--- src/rtl/decoder_rr_arbiter_if.sv ---
// Request/grant bundle between the requesters and the round-robin arbiter.
// The master modport is the requester side; the slave modport is the arbiter.
interface decoder_rr_arbiter_if #(
  parameter int NREQ = 8,
  parameter int IDXW = 3
);
  logic            en;
  logic [NREQ-1:0] req;
  logic            done;
  logic            gnt_valid;
  logic [IDXW-1:0] gnt_idx;
  logic [NREQ-1:0] gnt_onehot;
  logic            timeout;
  logic            busy;

  modport master (
    output en, req, done,
    input  gnt_valid, gnt_idx, gnt_onehot, timeout, busy
  );

  modport slave (
    input  en, req, done,
    output gnt_valid, gnt_idx, gnt_onehot, timeout, busy
  );
endinterface

--- src/rtl/decoder_rr_arbiter.sv ---
// Round-robin arbiter for 8 requesters with registered binary and one-hot grant,
// release/timeout handling and a one-cycle dead gap between owners.
module decoder_rr_arbiter #(
  parameter int NREQ     = 8,
  parameter int IDXW     = 3,
  parameter int MAX_HOLD = 16,
  parameter int CNTW     = 5
) (
  input logic                 clk,
  input logic                 rst_n,
  decoder_rr_arbiter_if.slave bus
);

  typedef enum logic [1:0] {IDLE, GRANT, GAP} state_t;

  state_t          state, state_nx;
  logic [IDXW-1:0] ptr, ptr_nx;
  logic [CNTW-1:0] cnt, cnt_nx;
  logic            valid_q, valid_nx;
  logic [IDXW-1:0] idx_q, idx_nx;
  logic [NREQ-1:0] onehot_q, onehot_nx;
  logic            timeout_q, timeout_nx;

  logic [IDXW-1:0] winner, cand;
  logic            found;
  logic            any_req;
  logic            expire;
  logic            release_other;

  // Scan ptr, ptr+1, ... with natural IDXW-bit wrap; first set request wins.
  always_comb begin
    winner = ptr;
    cand   = ptr;
    found  = 1'b0;
    for (int unsigned i = 0; i < NREQ; i++) begin
      cand = ptr + IDXW'(i);
      if (!found && bus.req[cand]) begin
        winner = cand;
        found  = 1'b1;
      end
    end
  end

  assign any_req       = |bus.req;
  assign expire        = (MAX_HOLD != 0) && (cnt == CNTW'(MAX_HOLD - 1));
  assign release_other = bus.done || !bus.req[idx_q] || !bus.en;

  always_comb begin
    state_nx   = state;
    ptr_nx     = ptr;
    cnt_nx     = cnt;
    valid_nx   = valid_q;
    idx_nx     = idx_q;
    onehot_nx  = onehot_q;
    timeout_nx = 1'b0;
    case (state)
      IDLE, GAP: begin
        if (bus.en && any_req) begin
          state_nx  = GRANT;
          idx_nx    = winner;
          valid_nx  = 1'b1;
          onehot_nx = NREQ'(1) << winner;
          cnt_nx    = '0;
        end else begin
          state_nx  = IDLE;
          valid_nx  = 1'b0;
          onehot_nx = '0;
        end
      end
      GRANT: begin
        cnt_nx = cnt + 1'b1;
        if (release_other || expire) begin
          state_nx   = GAP;
          valid_nx   = 1'b0;
          onehot_nx  = '0;
          ptr_nx     = idx_q + 1'b1;
          timeout_nx = expire && !release_other;
        end
      end
      default: begin
        state_nx  = IDLE;
        valid_nx  = 1'b0;
        onehot_nx = '0;
      end
    endcase
  end

  always_ff @(posedge clk or negedge rst_n) begin
    if (!rst_n) begin
      state     <= IDLE;
      ptr       <= '0;
      cnt       <= '0;
      valid_q   <= 1'b0;
      idx_q     <= '0;
      onehot_q  <= '0;
      timeout_q <= 1'b0;
    end else begin
      state     <= state_nx;
      ptr       <= ptr_nx;
      cnt       <= cnt_nx;
      valid_q   <= valid_nx;
      idx_q     <= idx_nx;
      onehot_q  <= onehot_nx;
      timeout_q <= timeout_nx;
    end
  end

  assign bus.gnt_valid  = valid_q;
  assign bus.gnt_idx    = idx_q;
  assign bus.gnt_onehot = onehot_q;
  assign bus.timeout    = timeout_q;
  assign bus.busy       = (state != IDLE);

endmodule

--- src/flat_wrapper.sv ---
// flat-port wrapper written by rule: the top's interface ports become plain ports
module decoder_rr_arbiter_flat 
#(
  parameter int NREQ     = 8,
  parameter int IDXW     = 3,
  parameter int MAX_HOLD = 16,
  parameter int CNTW     = 5
)
  (clk, rst_n, bus_en, bus_req, bus_done, bus_gnt_valid, bus_gnt_idx, bus_gnt_onehot, bus_timeout, bus_busy);
  decoder_rr_arbiter_if #(.NREQ(NREQ), .IDXW(IDXW)) bus_i ();
  input logic clk;
  input logic rst_n;
  input wire logic [$bits(bus_i.en)-1:0] bus_en;
  input wire logic [$bits(bus_i.req)-1:0] bus_req;
  input wire logic [$bits(bus_i.done)-1:0] bus_done;
  output wire logic [$bits(bus_i.gnt_valid)-1:0] bus_gnt_valid;
  output wire logic [$bits(bus_i.gnt_idx)-1:0] bus_gnt_idx;
  output wire logic [$bits(bus_i.gnt_onehot)-1:0] bus_gnt_onehot;
  output wire logic [$bits(bus_i.timeout)-1:0] bus_timeout;
  output wire logic [$bits(bus_i.busy)-1:0] bus_busy;
  assign bus_i.en = bus_en;
  assign bus_i.req = bus_req;
  assign bus_i.done = bus_done;
  assign bus_gnt_valid = bus_i.gnt_valid;
  assign bus_gnt_idx = bus_i.gnt_idx;
  assign bus_gnt_onehot = bus_i.gnt_onehot;
  assign bus_timeout = bus_i.timeout;
  assign bus_busy = bus_i.busy;
  decoder_rr_arbiter #(.NREQ(NREQ), .IDXW(IDXW), .MAX_HOLD(MAX_HOLD), .CNTW(CNTW)) u_core (.clk(clk), .rst_n(rst_n), .bus(bus_i));
endmodule
--- config.mk ---
export PLATFORM = sky130hd
export DESIGN_NAME = decoder_rr_arbiter_flat
export DESIGN_NICKNAME = d
export VERILOG_FILES = /design/src/rtl/decoder_rr_arbiter_if.sv /design/src/rtl/decoder_rr_arbiter.sv /design/src/flat_wrapper.sv
export SDC_FILE = /design/constraint.sdc
export NUM_CORES = 1
export LEC_CHECK = 0
export ABC_AREA = 1
export BUFFER_PORTS_ARGS = -buffer_cell sky130_fd_sc_hd__clkbuf_2
export CORE_ASPECT_RATIO = 0.5
export CORE_MARGIN = 5
export CORE_UTILIZATION = 51
export CTS_BUF_LIST = sky130_fd_sc_hd__clkbuf_4 sky130_fd_sc_hd__clkbuf_8
export DETAILED_ROUTE_END_ITERATION = 6
export MAX_ROUTING_LAYER = met4
export PLACE_DENSITY = 0.72
export SETUP_SLACK_MARGIN = 0.2
export SYNTH_ARGS = -nofsm -noshare
export SYNTH_HDL_FRONTEND = slang
export SYNTH_SLANG_ARGS = --single-unit
--- constraint.sdc ---
create_clock -name clk -period 4 [get_ports clk]
set_clock_uncertainty 0.2 [all_clocks]
set_input_delay 0.4 -clock clk [delete_from_list [all_inputs] [get_ports clk]]
set_output_delay 0.4 -clock clk [all_outputs]
set_load 0.02 [all_outputs]
==> results.toml, run 1 <==
[run_status]
outcome = "complete, no violations"

[hold_path]
hold_class = "input port to register"
hold_depth = 4
hold_start = "bus_done"
whs_endpoint = "u_core.bus.timeout"

[logic_synthesis]
netlist_instances = 278
yosysWarnings = 0
yosysMostFrequentCell = "nand2_1"
synth_area_leaders = "dfrtp_1, nand2_1, nand3_1"
synth_nets = 295
async_flop_share_pct = 100
synth_cell_type_count = 34
synth_top_area_share_pct = 29.2
ys.flop_type = "dfrtp_1"
seq_area_frac_synth_pct = 29.2
ys_seq_elements = 22
syn_area_sq_um = 1890
synth_commonest_cells = "nand2_1, nand3_1, dfrtp_1, nand2_2"
yosysTopAreaCell = "dfrtp_1"
synth_edf_count = 0
syn_area_per_cell_sq_um = 6.79

[routing]
first_pass_iters = 4
vias_per_cell = 5.23
avgRoutedWirePerCell_um = 12.9
num_vias = 1853
drt-initial-drc-count = 108
drc_errors = 0
drt_wl_total_um = 4550
antenna_left = 0

[floorplan]
dieArea_sq_um = 5090
die-width_um = 96.0
start_util_pct = 54.1
boundaryPins = 26
fp.dieH_um = 53.0
num_rows = 15
core_sq_um = 3490

[clock_network]
htree_levels = 1
cts.repair.resized = 0
clk_pin_slew_worst_paths_ns = 0.08
cts_buffers = 3
cts_tree = "built"
cts.path.max_buffers = 2
post_cts_buffers = 0
clk_latency_ns = 0.26
cts_num_sinks = 22
clock-root-buffer = "clkbuf_8"

[worst_setup_path]
worst-r2r-setup-slack_ns = 0.89
r2r-start = "u_core.ptr[0]"
end_kind = "register"
critical_path_class = "register to register"
cp.buffers_inverters = 3
startpoint_type = "register"
arrival_ns = 3.11
path_max_fanout = 13
required_ns = 4.00
max_stage_delay_ns = 0.58
cp_slowest_cell = "dfrtp_1"
r2r_cells = 14
crit_family = "simple AND/OR/NAND/NOR gates"
crit_top_cell = "nand2_1"
cp_cell_sequence = "inv_2 -> ha_1 -> inv_2 -> nand3_1 -> nand2_1 -> o21bai_2 -> inv_2 -> nor2_2 -> nand2_1 -> nand3_1 -> nand2_1 -> a21oi_1 -> nand4_1 -> nand2_1"
reg2reg_to = "u_core.bus.gnt_onehot[0]"

[timing]
clock.fmax_mhz = 322
finalHoldViolCount = 0
worst_pin_slew_ns = 0.588
period_minus_slack_ns = 3.11
slew_violations = 0
finalCritPeriodShare_pct = 77.8
fin_setup_tns_ns = 0
relSlewSlack_pct = 60.4
rsz0062_at_grt = "no"
setup_viol = 0

[layout]
fin_nets = 321
syn_to_final_growth_pct = 11.3
drive_gt1_share_pct = 25.4
antenna_cells = 0

[grt]
antenna_found_initial = 0
grt-ovfl-total = 0
gr-usage-all-layers_pct = 20.9
grt_pass1_wl_um = 8020
grt_max_degree = 23
first_global_vias = 1720

[place]
hpwlAfterDp_um = 3620
port_buffers = 25
gp_congestion = 0.955

[job]
maxCapViolations = 0
[through the flow]
stage          instances  setup WS [ns]  area, sq um  util [%]  hold slack [ns]
5_1_grt              354          0.564         2100      60.1            0.212
4_1_cts              354          0.916         2100      60.1            0.201
6_report             354          0.890         2100      60.1            0.214
3_3_place_gp         349           1.03         2030      58.3            0.209
3_5_place_dp         349          0.953         2030      58.3            0.211
2_1_floorplan        278           1.48         1890         -          -0.0956
[cell type report]
type / count / area [sq um]
Fill cell: 343 / 1390
Multi-Input combinational cell: 225 / 1190
Sequential cell: 22 / 551
Timing Repair Buffer: 26 / 135
Inverter: 26 / 101
Tap cell: 51 / 63.8
Clock buffer: 4 / 55.1
[cell usage in the layout (no fill, tap or decap), drive strengths merged]
cell / instances
o22ai: 1
or2: 1
nand4: 9
a211oi: 1
dfrtp: 22
o21bai: 1
o221ai: 1
mux2i: 1
o21ai: 12
a21oi: 5
nor3: 1
nor4: 1
xor2: 3
nand2: 111
nand3: 50
ha: 5
clkinv: 2
dlygate4sd3: 1
nor2: 21
a41oi: 1
inv: 24
clkbuf: 29
[what timing repair did]
item	4_1_cts	5_1_grt
hold buffers	1	0
endpoints found under the setup margin	0	0
hold endpoints to repair	22	0
[logic make-up after synthesis]
family,after synthesis,share of synthesized area [%]
XOR/XNOR,3,1.39
AND/OR/NAND/NOR,194,51.1
flip-flops,22,29.2
multiplexers,1,0.531
AO/OA/AOI/OAI,22,6.96
buffers and inverters,31,7.56
adder cells (fa/ha/maj),5,3.32
[worst max path at each step]
stage	startpoint	endpoint	slack, ns	cells after the start
2_1_floorplan	u_core.ptr[0]	u_core.bus.gnt_onehot[3]	1.48	18
3_3_place_gp	u_core.ptr[0]	u_core.bus.gnt_onehot[0]	1.03	15
3_5_place_dp	u_core.ptr[0]	u_core.bus.gnt_onehot[0]	0.95	15
4_1_cts	u_core.ptr[0]	u_core.bus.gnt_onehot[0]	0.92	15
5_1_grt	u_core.ptr[0]	u_core.bus.gnt_onehot[0]	0.56	17
6_report	u_core.ptr[0]	u_core.bus.gnt_onehot[0]	0.89	14
[per-layer routing]
layer	routed length, um	up-vias	GRT usage [%]
met3	122	2	2.56
li1	-	969	-
met1	2320	850	29.3
met2	2100	32	33.6
met4	8	0	2.12
met5	0	-	-
[sequential cells by signal, indices dropped and copies added (netlist names)]
name,flops
u_core.ptr,3
u_core.cnt,5
u_core.state,2
u_core.bus.timeout,1
u_core.bus.gnt_idx,3
u_core.bus.gnt_onehot,8
[worst min-delay path: cells and delay by family]
family                 cells  cell delay, ns
buffers and inverters      1            0.08
AND/OR/NAND/NOR            3            0.17
Power of run 1 is left out: the tool's default activity adds up to more than one toggle a clock period on the data nets, which glitch-free logic cannot reach.
==> inputs of run 2 (changes only) <==
--- a/config.mk
+++ b/config.mk
@@ -13,7 +13,7 @@
 export CTS_BUF_LIST = sky130_fd_sc_hd__clkbuf_4 sky130_fd_sc_hd__clkbuf_8
 export DETAILED_ROUTE_END_ITERATION = 6
 export MAX_ROUTING_LAYER = met4
-export PLACE_DENSITY = 0.72
+export PLACE_DENSITY = 0.75
 export SETUP_SLACK_MARGIN = 0.2
 export SYNTH_ARGS = -nofsm -noshare
 export SYNTH_HDL_FRONTEND = slang
==> constraint.sdc (replaced) <==
create_clock -name clk -period 2.5 [get_ports clk]
set_clock_uncertainty 0.2 [all_clocks]
set_input_delay 0.25 -clock clk [delete_from_list [all_inputs] [get_ports clk]]
set_output_delay 0.25 -clock clk [all_outputs]
set_load 0.02 [all_outputs]
==> results.toml, run 2 (synthesized netlist as in run 1, its figures left out) <==
[run_status]
outcome = "finished with violations"
violations = "negative setup slack"

[grt]
gr-usage-all-layers_pct = 22.5
grt_pass1_wl_um = 8820
met3_usage_pct = 2.13
use_met1_pct = 28.2
antenna_found_initial = 0
grt-ovfl-total = 0
grt_max_degree = 23
grtUsageMet2_pct = 38.3
first_global_vias = 1966
busiest_layer = "met2"

[floorplan]
boundaryPins = 26
dieArea_sq_um = 5090
core_sq_um = 3490
start_util_pct = 54.1
die-width_um = 96.0
fp.dieH_um = 53.0
num_rows = 15

[routing]
num_vias = 2024
avgRoutedWirePerCell_um = 14.1
first_pass_iters = 4
antenna_left = 0
vias_per_cell = 5.44
drc_errors = 0
drt-initial-drc-count = 110
drt_wl_total_um = 5240

[timing]
finalHoldViolCount = 0
setup_ws_ns = -0.0136
clock.fmax_mhz = 398
slew_violations = 0
worst_pin_slew_ns = 0.534
rsz0062_at_grt = "yes"
relSlewSlack_pct = 64.4
finalCritPeriodShare_pct = 101
setup_viol = 3
period_minus_slack_ns = 2.51
fin_setup_tns_ns = -0.0235

[layout]
largest_register_ffs = 8
fin_nets = 339
fillers = 272
drive_gt1_share_pct = 37.7
finalInstanceArea_sq_um = 2510
antenna_cells = 0
most-common-layout-cells = "nand2_1, nand3_1, clkbuf_2"
syn_to_final_growth_pct = 32.8
layout_commonest_cell = "nand2_1"

[place]
placed_cell_area_sq_um = 2180
port_buffers = 25
hpwlAfterDp_um = 3740
gp_congestion = 0.979

[hold_path]
hold_start = "bus_done"
hold_class = "input port to register"

[clock_network]
htree_levels = 1
clk_pin_slew_worst_paths_ns = 0.08
clock-root-buffer = "clkbuf_8"
clk_latency_ns = 0.26
cts_num_sinks = 22
cts.path.max_buffers = 2
cts_buffers = 3
cts_tree = "built"

[worst_setup_path]
path_max_fanout = 6
startpoint_type = "register"
arrival_ns = 2.52
end_kind = "register"
crit_start = "u_core.ptr[0]"
r2r-start = "u_core.ptr[0]"
critical_path_class = "register to register"
required_ns = 2.51

[job]
maxCapViolations = 0
==> run 2: routing by layer <==
| metal | wire length [um] | vias up |
|---|---|---|
| met4 | 126 | 0 |
| met1 | 2350 | 942 |
| li1 | - | 1005 |
| met5 | 0 | - |
| met3 | 257 | 15 |
| met2 | 2510 | 62 |
==> run 2: critical path, cell delays in order (launching register included) <==
cell	delay, ns
dfrtp_2	0.46
inv_4	0.09
ha_4	0.24
inv_6	0.10
nand3_4	0.09
nand2_1	0.09
nand2_1	0.07
nand2_2	0.09
nand3_2	0.09
nor2_4	0.18
nand3_2	0.10
nand3_1	0.11
nand2_2	0.07
nand2_4	0.11
nand2_4	0.08
nor2_4	0.10
nand3_1	0.09
nand2_1	0.08
==> run 2: timing repair <==
item | CTS | global route
buffers inserted | 3 | 1
cloned | 0 | 0
pin swaps | 6 | 16
hold buffers | 1 | 0
gates resized for setup | 10 | 35
hold endpoints to repair | 22 | 0
setup endpoints to repair | 11 | 12
==> run 2: path summary, 6_finish.rpt <==
path                                             to  slack, ns  depth (start not counted)
max                        u_core.bus.gnt_onehot[6]      -0.01                         17
min                              u_core.bus.timeout       0.07                          4
max reg2reg                u_core.bus.gnt_onehot[6]      -0.01                         17
min reg2reg                u_core.bus.gnt_onehot[6]       0.29                          2
max in group asynchronous             u_core.ptr[1]       1.39                          2
min in group asynchronous  u_core.bus.gnt_onehot[3]       0.33                          2
==> run 2: through the flow <==
step                      cells  hold slack (ns)  setup WS, ns  util, %
final                       372           0.0714       -0.0136     71.8
after global routing        372           0.0920        -0.164     71.8
after CTS                   371           0.0636        0.0134     66.8
after detailed placement    363           0.0569       -0.0459     62.6
after global placement      363           0.0500      0.000190     62.6
after floorplan             278           -0.246         0.159        -
==> run 2: final cells by class <==
type                    count  area, sq um  area share, %
multi-input cells         225         1420           56.6
flip-flops and latches     22          554           22.1
repair buffers             44          287           11.4
inverters                  26          111           4.44
well taps                  51         63.8           2.55
clock buffers               3         41.3           1.65
clock inverters             1         30.0           1.20
Power of run 2 is left out for the same reason.
